File: src/rtl/ctrl_pkg.sv
// rtl/ctrl_pkg.sv - shared encodings for the control sequencer
// Contents: STATE_* state encodings, OP_* opcodes, CTRL_* bus register
// addresses, and decode_state() which maps a raw bus value onto a legal state.
package ctrl_pkg;

    localparam int CTRL_STATE_W = 4;

    typedef enum logic [CTRL_STATE_W-1:0] {
        STATE_RESET    = 4'd0,
        STATE_HALT     = 4'd1,
        STATE_FETCH    = 4'd2,
        STATE_REGLOAD  = 4'd3,
        STATE_ALUOP    = 4'd4,
        STATE_REGSTORE = 4'd5,
        STATE_LOAD     = 4'd6,
        STATE_STORE    = 4'd7,
        STATE_NEXT     = 4'd8
    } ctrl_state_e;

    localparam logic [3:0] OP_HALT   = 4'd0;
    localparam logic [3:0] OP_LOAD   = 4'd1;
    localparam logic [3:0] OP_STORE  = 4'd2;
    localparam logic [3:0] OP_LOADLO = 4'd3;
    localparam logic [3:0] OP_LOADHI = 4'd4;
    localparam logic [3:0] OP_IN     = 4'd5;
    localparam logic [3:0] OP_OUT    = 4'd6;
    localparam logic [3:0] OP_JMP    = 4'd7;
    localparam logic [3:0] OP_BR     = 4'd8;

    localparam logic [7:0] CTRL_ADDR_STATE = 8'hF0;
    localparam logic [7:0] CTRL_ADDR_WAIT  = 8'hF1;

    // Encodings above STATE_NEXT do not exist; park them in HALT.
    function automatic ctrl_state_e decode_state(input logic [CTRL_STATE_W-1:0] v);
        if (v <= 4'(STATE_NEXT)) begin
            return ctrl_state_e'(v);
        end
        return STATE_HALT;
    endfunction

endpackage

File: src/rtl/ctrl_dwell_timer.sv
// rtl/ctrl_dwell_timer.sv - loadable down-counter that sets the per-state dwell
// Ports: clk, rst_n (sync, active low), load_i/load_val_i (load wins over dec),
// dec_i (decrement, saturates at zero), zero_o (count is zero).
module ctrl_dwell_timer #(
    parameter int            W       = 8,
    parameter logic [W-1:0]  RST_VAL = '0
) (
    input  logic         clk,
    input  logic         rst_n,
    input  logic         load_i,
    input  logic [W-1:0] load_val_i,
    input  logic         dec_i,
    output logic         zero_o
);

    logic [W-1:0] cnt_q;
    logic [W-1:0] cnt_d;

    always_comb begin
        cnt_d = cnt_q;
        if (load_i) begin
            cnt_d = load_val_i;
        end else if (dec_i && (cnt_q != '0)) begin
            cnt_d = cnt_q - 1'b1;
        end
    end

    always_ff @(posedge clk) begin
        if (!rst_n) begin
            cnt_q <= RST_VAL;
        end else begin
            cnt_q <= cnt_d;
        end
    end

    assign zero_o = (cnt_q == '0);

endmodule

File: src/rtl/ctrl_seq.sv
// rtl/ctrl_seq.sv - multicycle CPU control sequencer with dwell, mem stall and bus access
// Ports: clk, rst_n (sync, active low); opcode/isaluop select the instruction path;
// mem_ready releases LOAD/STORE; bus_* is the register port (state at
// CTRL_STATE_ADDR, wait at CTRL_WAIT_ADDR, registered read data); do_* are
// one-cycle phase strobes; halted flags HALT; state is the current state.
module ctrl_seq
    import ctrl_pkg::*;
#(
    parameter int                 NIB_SIZE        = 4,
    parameter int                 ADDR_W          = 8,
    parameter int                 DATA_W          = 8,
    parameter int                 STATE_W         = 4,
    parameter int                 WAIT_W          = 8,
    parameter logic [WAIT_W-1:0]  DEFAULT_WAIT    = '0,
    parameter logic [ADDR_W-1:0]  CTRL_STATE_ADDR = CTRL_ADDR_STATE,
    parameter logic [ADDR_W-1:0]  CTRL_WAIT_ADDR  = CTRL_ADDR_WAIT
) (
    input  logic                clk,
    input  logic                rst_n,
    input  logic [NIB_SIZE-1:0] opcode,
    input  logic                isaluop,
    input  logic                mem_ready,
    input  logic [ADDR_W-1:0]   bus_addr,
    input  logic                bus_read,
    input  logic                bus_write,
    input  logic [DATA_W-1:0]   bus_wdata,
    output logic [DATA_W-1:0]   bus_rdata,
    output logic                bus_rvalid,
    output logic                do_fetch,
    output logic                do_regload,
    output logic                do_aluop,
    output logic                do_memload,
    output logic                do_memstore,
    output logic                do_regstore,
    output logic                do_next,
    output logic                do_reset,
    output logic                halted,
    output logic [STATE_W-1:0]  state
);

    ctrl_state_e        state_q, state_d, fsm_next;
    logic               entry_q, entry_d;
    logic [WAIT_W-1:0]  wait_q, wait_d;
    logic [DATA_W-1:0]  rdata_q, rdata_d;
    logic               rvalid_q, rvalid_d;

    logic state_wr, wait_wr, dwell_zero, mem_ok, advance;

    assign state_wr = bus_write && (bus_addr == CTRL_STATE_ADDR);
    assign wait_wr  = bus_write && (bus_addr == CTRL_WAIT_ADDR);

    // Only the memory phases wait on mem_ready; HALT never advances on its own.
    assign mem_ok  = ((state_q != STATE_LOAD) && (state_q != STATE_STORE)) || mem_ready;
    assign advance = dwell_zero && mem_ok && (state_q != STATE_HALT);

    ctrl_dwell_timer #(
        .W       (WAIT_W),
        .RST_VAL (DEFAULT_WAIT)
    ) u_dwell (
        .clk        (clk),
        .rst_n      (rst_n),
        .load_i     (state_wr || advance),
        .load_val_i (wait_q),
        .dec_i      (!dwell_zero),
        .zero_o     (dwell_zero)
    );

    always_comb begin
        fsm_next = STATE_HALT;
        case (state_q)
            STATE_RESET:   fsm_next = STATE_FETCH;
            STATE_FETCH:   fsm_next = STATE_REGLOAD;
            STATE_REGLOAD: begin
                if (isaluop) begin
                    fsm_next = STATE_ALUOP;
                end else begin
                    case (opcode)
                        OP_LOAD, OP_IN:     fsm_next = STATE_LOAD;
                        OP_STORE, OP_OUT:   fsm_next = STATE_STORE;
                        OP_LOADLO, OP_LOADHI: fsm_next = STATE_REGSTORE;
                        OP_JMP, OP_BR:      fsm_next = STATE_NEXT;
                        default:            fsm_next = STATE_HALT;
                    endcase
                end
            end
            STATE_ALUOP, STATE_LOAD:     fsm_next = STATE_REGSTORE;
            STATE_REGSTORE, STATE_STORE: fsm_next = STATE_NEXT;
            STATE_NEXT:                  fsm_next = STATE_FETCH;
            default:                     fsm_next = STATE_HALT;
        endcase
    end

    always_comb begin
        state_d  = state_q;
        entry_d  = 1'b0;
        wait_d   = wait_q;
        rvalid_d = 1'b0;
        rdata_d  = '0;
        // A bus write of the state register beats the FSM in the same cycle.
        if (state_wr) begin
            state_d = decode_state(bus_wdata[STATE_W-1:0]);
            entry_d = 1'b1;
        end else if (advance) begin
            state_d = fsm_next;
            entry_d = 1'b1;
        end
        if (wait_wr) begin
            wait_d = bus_wdata[WAIT_W-1:0];
        end
        // Reads sample the current registers, so a same-cycle write is not visible.
        if (bus_read && (bus_addr == CTRL_STATE_ADDR)) begin
            rvalid_d = 1'b1;
            rdata_d  = DATA_W'(state_q);
        end else if (bus_read && (bus_addr == CTRL_WAIT_ADDR)) begin
            rvalid_d = 1'b1;
            rdata_d  = DATA_W'(wait_q);
        end
    end

    always_ff @(posedge clk) begin
        if (!rst_n) begin
            state_q  <= STATE_RESET;
            entry_q  <= 1'b1;
            wait_q   <= DEFAULT_WAIT;
            rdata_q  <= '0;
            rvalid_q <= 1'b0;
        end else begin
            state_q  <= state_d;
            entry_q  <= entry_d;
            wait_q   <= wait_d;
            rdata_q  <= rdata_d;
            rvalid_q <= rvalid_d;
        end
    end

    // Strobes fire on the first cycle of a visit and are masked while reset is held.
    assign do_reset    = rst_n && entry_q && (state_q == STATE_RESET);
    assign do_fetch    = rst_n && entry_q && (state_q == STATE_FETCH);
    assign do_regload  = rst_n && entry_q && (state_q == STATE_REGLOAD);
    assign do_aluop    = rst_n && entry_q && (state_q == STATE_ALUOP);
    assign do_regstore = rst_n && entry_q && (state_q == STATE_REGSTORE);
    assign do_memload  = rst_n && entry_q && (state_q == STATE_LOAD);
    assign do_memstore = rst_n && entry_q && (state_q == STATE_STORE);
    assign do_next     = rst_n && entry_q && (state_q == STATE_NEXT);
    assign halted      = rst_n && (state_q == STATE_HALT);

    assign state      = STATE_W'(state_q);
    assign bus_rdata  = rdata_q;
    assign bus_rvalid = rvalid_q;

endmodule

File: config.mk
export PLATFORM = sky130hd
export DESIGN_NAME = ctrl_seq
export DESIGN_NICKNAME = d
export VERILOG_FILES = /design/src/rtl/ctrl_pkg.sv /design/src/rtl/ctrl_dwell_timer.sv /design/src/rtl/ctrl_seq.sv
export SDC_FILE = /design/constraint.sdc
export NUM_CORES = 1
export LEC_CHECK = 0
export BUFFER_PORTS_ARGS = -buffer_cell sky130_fd_sc_hd__buf_2
export CORE_ASPECT_RATIO = 0.9
export CORE_MARGIN = 2
export CORE_UTILIZATION = 54
export CTS_BUF_LIST = sky130_fd_sc_hd__clkbuf_4 sky130_fd_sc_hd__clkbuf_8
export CTS_CLUSTER_SIZE = 8
export DETAILED_ROUTE_END_ITERATION = 7
export PLACE_DENSITY = 0.82
export SLEW_MARGIN = 20
export SYNTH_ARGS = -nofsm -noshare
export SYNTH_HDL_FRONTEND = slang
export SYNTH_HIERARCHICAL = 1
export SYNTH_SLANG_ARGS = --single-unit
export TNS_END_PERCENT = 30
File: constraint.sdc
create_clock -name clk -period 3.4 [get_ports clk]
set_clock_uncertainty 0.15 [all_clocks]
set_input_delay 0.51 -clock clk [delete_from_list [all_inputs] [get_ports clk]]
set_output_delay 0.51 -clock clk [all_outputs]
set_load 0.05 [all_outputs]
==> flow_summary.ini, run 1 <==
[run]
maxCapViolations = 0

[cts]
cts_tree = yes
numCtsBuffers = 5
cts_hold_repair.buffers = 0
insertion_delay_ns = 0.33
post_cts_buffers = 0
ctsResizeCount = 0
cts_num_sinks = 30
cts_buffer_depth = 2
clockRootBuffer = clkbuf_4
clk_pin_slew_ns = 0.10
h-tree-depth = 2

[detailed_routing]
wl_mm = 3.79
drtAntennaViolNets = 0
drc_errors = 0
vias_per_cell = 5.61
num_vias = 1564
wl_per_cell_um = 13.6
drtPass1Iterations = 4
drt_iter0_markers = 129

[setup_path]
arrival_ns = 2.96
r2r_start = u_dwell/cnt_q[2]
start_kind = flop
regToRegSetupSlack_ns = 0.51
crit_type = reg -> reg
r2r_end = u_dwell/cnt_q[7]
critical_path.max_fanout = 19
worstRegToRegCells = 7
end_kind = flop
required_ns = 3.47

[placed_design]
io_buffers = 47
placedCellCount = 271
postPlaceCellArea_um2 = 1930
hpwl_mm = 2.78
gp_congestion = 0.876
post-place-ws_ns = 0.575

[power_and_ir_drop]
intPower_mw = 0.775
clkPwrFrac = 0.164
p_seq_frac = 0.358
power.density_nw_per_um2 = 702
combPwrFrac = 0.478
netSwitchingFraction = 0.445
p_sw_mw = 0.622
ir_drop_uv = 404
p_leak_nw = 0.862

[cells_and_area]
layout_commonest_cell = buf_2
syn2layout_area_growth_pct = 17.3
nets = 267
instances_no_fill = 279
n_fill_cell = 261
drive_above_1_share = 0.283
antennaDiodeCount = 0
most-common-layout-cells = buf_2, dfxtp_1, nor2_1
fin_area_um2 = 1990

[global_routing]
gr-total-overflow = 0
antenna_found_initial = 0
grt_max_degree = 32
grt_first_pass_wirelength_mm = 6.18
track_usage = 0.220
grt_pass1_vias = 1298

[yosys]
ys_ff_latch = 30
synthCells = 192
syn-num-nets = 223
synth_warnings = 6
synth_ff_type = dfxtp_1
async_flop_share = 0
syn_area_um2 = 1700
synth.area.top_cells = dfxtp_1, mux2i_1, ha_1
synth_cell_type_count = 52
seq_area_frac_synth = 0.354
synth_enable_flop_cells = 0
synth_largest_area_cell = dfxtp_1
synth_top_area_share = 0.354
synth.avg_cell_area_um2 = 8.84

[die]
dieArea_um2 = 3610
start_util = 0.562
dieHeight_um = 57.2
io_pins = 48
row_count = 19
die_x_um = 63.1
coreArea_um2 = 3020

[timing]
worst_slack_ns = 0.508
fin_crit_sh = 0.851
drv_slew = 0
finalHoldViolations = 0
fmax_mhz = 346
slew_headroom = 0.552
rsz0062_at_grt = no
setup_viol = 0
fin_crit_ns = 2.89
worstMarginPinSlew_ns = 0.672
tns_ns = 0
whs_ns = 0.288

[status]
status = finished clean

[min_path]
min_from = bus_wdata[7]
hold_path_class = in -> reg
whs_path_depth = 3
holdPathEnd = wait_q[7]
==> metrics by stage <==
stage	total power [mW]	util
after floorplan	1.05	-
after global placement	1.15	0.638
after detailed placement	1.16	0.638
after CTS	1.39	0.659
after global routing	1.49	0.659
final	1.40	0.659
==> area by class of cell <==
cell class                 count  area (um2)  share of cell area
timing repair buffer          47         235               0.118
tap                           42        52.6              0.0264
sequential                    30         601               0.302
multi-input combinational    143        1000               0.504
clock buffer                   6        51.3              0.0258
inverter                       9        33.8              0.0170
clock inverter                 2        12.5             0.00629
==> power by group through the flow <==
stage / sequential (mW) / combinational, mW / clock [mW]
detailed placement: 0.506 / 0.659 / 0
floorplan: 0.513 / 0.534 / 0
global placement: 0.505 / 0.648 / 0
global route: 0.510 / 0.735 / 0.247
CTS: 0.497 / 0.662 / 0.233
finish: 0.500 / 0.667 / 0.229
==> cell usage after synthesis, types with 4 or more instances <==
cell type,n
a21oi_1,10
and2_1,4
and3_1,6
clkbuf_1,4
dfxtp_1,30
ha_1,5
inv_1,9
mux2i_1,13
nand2_1,5
nand3_1,7
nand4b_1,4
nor2_1,16
nor2b_1,8
nor3_1,4
nor3b_1,5
o21ai_0,11
o31ai_1,4
==> worst max-delay path: stages, from the launching register on <==
cell	delay, ns
dfxtp_1	0.37
or4_4	0.59
nor4_1	0.29
o31ai_1	0.19
o21ai_2	0.57
inv_1	0.31
o21ai_0	0.25
a21oi_1	0.06
==> state kept, by name, indices dropped and copies added (netlist names) <==
signal,cells
bus_rdata,8
state,4
u_dwell/cnt_q,8
wait_q,8
bus_rvalid,1
entry_q,1
==> metal layers <==
| layer | wire, um | GRT usage | up-vias |
|---|---|---|---|
| li1 | - | - | 790 |
| met1 | 1800 | 0.315 | 716 |
| met2 | 1690 | 0.327 | 54 |
| met3 | 271 | 0.0454 | 4 |
| met4 | 31 | 0.0857 | 0 |
| met5 | 0 | 0 | - |
==> worst max-delay path by stage <==
stage                          start                to  cells after the start
global placement    u_dwell/cnt_q[2]  u_dwell/cnt_q[6]                      7
floorplan                   state[2]       do_regstore                      3
CTS                 u_dwell/cnt_q[2]  u_dwell/cnt_q[7]                      7
finish              u_dwell/cnt_q[2]  u_dwell/cnt_q[7]                      7
global route        u_dwell/cnt_q[2]  u_dwell/cnt_q[7]                      7
detailed placement  u_dwell/cnt_q[2]  u_dwell/cnt_q[7]                      7
==> logic make-up (layout without fill, tap and decap cells) <==
| group | Yosys count | after routing | synth area share |
|---|---|---|---|
| xor+xnor | 3 | 3 | 0.0155 |
| simple gates | 81 | 81 | 0.293 |
| flops | 30 | 30 | 0.354 |
| fa+ha+maj | 5 | 5 | 0.0369 |
| mux | 14 | 14 | 0.0855 |
| compound gates | 40 | 40 | 0.161 |
| buf+inv | 19 | 64 | 0.0546 |
Power figures use the tool's default switching activity.
==> inputs of run 2 (changes only) <==
--- a/config.mk
+++ b/config.mk
@@ -5,6 +5,7 @@
 export SDC_FILE = /design/constraint.sdc
 export NUM_CORES = 1
 export LEC_CHECK = 0
+export ABC_AREA = 1
 export BUFFER_PORTS_ARGS = -buffer_cell sky130_fd_sc_hd__buf_2
 export CORE_ASPECT_RATIO = 0.9
 export CORE_MARGIN = 2
==> flow_summary.ini, run 2 <==
[min_path]
hold_path_class = in -> reg

[yosys]
synth_compound_area_frac = 0.115
synth.avg_cell_area_um2 = 6.47
synth_top_family_by_area = simple AND/OR/NAND/NOR gates
yosys.area_share.simple = 0.403
synth.most_common_cell = nand2_1
synthTopCellsByCount = nand2_1, inv_1, nor2_1, dfxtp_1, nand3_1
syn_area_um2 = 1780
synthMuxAreaShare = 0
synth.area.top_cells = dfxtp_1, nand2_1, nand3_1
async_flop_share = 0
synth_ff_type = dfxtp_1
synth_top_area_share = 0.338
synth_cell_type_count = 30
synth_fa_ha_area_frac = 0.0352
syn-num-nets = 306
seq_area_frac_synth = 0.338
synthCells = 275
synth_largest_area_cell = dfxtp_1
synth_enable_flop_cells = 0
synth_warnings = 6
ys_ff_latch = 30
synth-xor-area-share = 0.00493

[die]
io_pins = 48
start_util = 0.575
coreArea_um2 = 3090
row_count = 19
dieHeight_um = 58.4
die_x_um = 64.5
dieArea_um2 = 3770

[setup_path]
crit_path_max_incr_delay_ns = 0.36
crit_type = in -> out
cp_common_cell = buf_2
start_kind = primary input
end_kind = output pin
critical_path.max_fanout = 27
path_buf_inv = 2
crit_chain = buf_2 -> nand2_1 -> nor4_1 -> buf_2
required_ns = 2.74
slowest_stage = buf_2
cpLargestDelayFamily = buffers and inverters
arrival_ns = 1.69

[cts]
clockRootBuffer = clkbuf_4
h-tree-depth = 2
clk_pin_slew_ns = 0.10
cts_hold_repair.buffers = 0
numCtsBuffers = 5
cts_num_sinks = 30
cts_tree = yes
ctsResizeCount = 0
post_cts_buffers = 0
cts_buffer_depth = 2
insertion_delay_ns = 0.34

[cells_and_area]
instances_no_fill = 368
drive_above_1_share = 0.230
layout_commonest_cell = nand2_1
nets = 356
antennaDiodeCount = 0
most-common-layout-cells = nand2_1, buf_2, nor2_1, inv_1
syn2layout_area_growth_pct = 21.1
final_util = 0.697
n_fill_cell = 284

[timing]
drv_slew = 0
slew_headroom = 0.713
setup_viol = 0
finalHoldViolations = 0
worstMarginPinSlew_ns = 0.430
tns_ns = 0
fin_crit_ns = 2.35
fmax_mhz = 426
worst_slack_ns = 1.05
rsz0062_at_grt = no
fin_crit_sh = 0.691

[global_routing]
grt_pass1_vias = 1641
gr-total-overflow = 0
grt_max_degree = 28
antenna_found_initial = 0
grt_first_pass_wirelength_mm = 6.93
track_usage = 0.234

[power_and_ir_drop]
ir_drop_uv = 497
power.density_nw_per_um2 = 889
p_sw_mw = 0.920
combPwrFrac = 0.555
clkPwrFrac = 0.196
intPower_mw = 0.994
p_leak_nw = 1.10
p_seq_frac = 0.249
netSwitchingFraction = 0.481

[placed_design]
io_buffers = 47
placedCellCount = 360
hpwl_mm = 3.18
gp_congestion = 0.898
post-place-ws_ns = 1.06

[detailed_routing]
drtAntennaViolNets = 0
wl_per_cell_um = 11.4
drc_errors = 0
num_vias = 1926
drtPass1Iterations = 4
vias_per_cell = 5.23
wl_mm = 4.19
drt_iter0_markers = 119

[status]
status = finished clean

[run]
maxCapViolations = 0
[run 2: stage by stage]
step | hold slack, ns | instance area [um2] | total power, mW
2_1_floorplan | 0.280 | 1780 | 1.33
3_3_place_gp | 0.297 | 2040 | 1.52
3_5_place_dp | 0.302 | 2040 | 1.53
4_1_cts | 0.298 | 2150 | 1.91
5_1_grt | 0.313 | 2150 | 2.07
6_report | 0.302 | 2150 | 1.91
[run 2: layout make-up]
| type | count | area (um2) | area share |
|---|---|---|---|
| Clock buffer | 6 | 51.3 | 0.0238 |
| Clock inverter | 2 | 60.1 | 0.0279 |
| Inverter | 43 | 163 | 0.0755 |
| Multi-Input combinational cell | 198 | 991 | 0.460 |
| Sequential cell | 30 | 601 | 0.279 |
| Tap cell | 42 | 52.6 | 0.0244 |
| Timing Repair Buffer | 47 | 235 | 0.109 |
[run 2: kinds of logic (layout without fill, tap and decap cells)]
family                   count (synthesis)  in the layout
AND/OR/NAND/NOR                        154            154
AO/OA/AOI/OAI                           38             38
adder cells (fa/ha/maj)                  5              5
flip-flops                              30             30
buffers and inverters                   47             98
XOR/XNOR                                 1              1
[run 2: final timing paths]
| check | startpoint | endpoint | slack (ns) | depth (start not counted) |
|---|---|---|---|---|
| max reg2reg | u_dwell/cnt_q[0] | u_dwell/cnt_q[7] | 1.35 | 11 |
| max | rst_n | do_memload | 1.05 | 4 |
| min | bus_wdata[6] | wait_q[6] | 0.30 | 3 |
| min reg2reg | wait_q[4] | bus_rdata[4] | 0.32 | 2 |
[run 2: metal layers]
metal	wire length, um	vias up	GRT usage	part of all wire
li1	-	988	-	-
met1	1880	853	0.303	0.45
met4	46	0	0.0699	0.011
met3	338	7	0.0535	0.081
met5	0	-	0	0
met2	1930	78	0.396	0.46
[run 2: tightest hold or removal path, delay by kind of cell]
kind | cells | cell delay, ns
buffers and inverters | 1 | 0.07
AO/OA/AOI/OAI | 2 | 0.17
[run 2: power groups by stage]
| stage | Combinational [mW] | Sequential [mW] | Clock [mW] |
|---|---|---|---|
| 6_report | 1.06 | 0.476 | 0.376 |
| 5_1_grt | 1.19 | 0.484 | 0.395 |
| 4_1_cts | 1.06 | 0.475 | 0.378 |
| 3_5_place_dp | 1.05 | 0.482 | 0 |
| 3_3_place_gp | 1.04 | 0.482 | 0 |
| 2_1_floorplan | 0.798 | 0.532 | 0 |
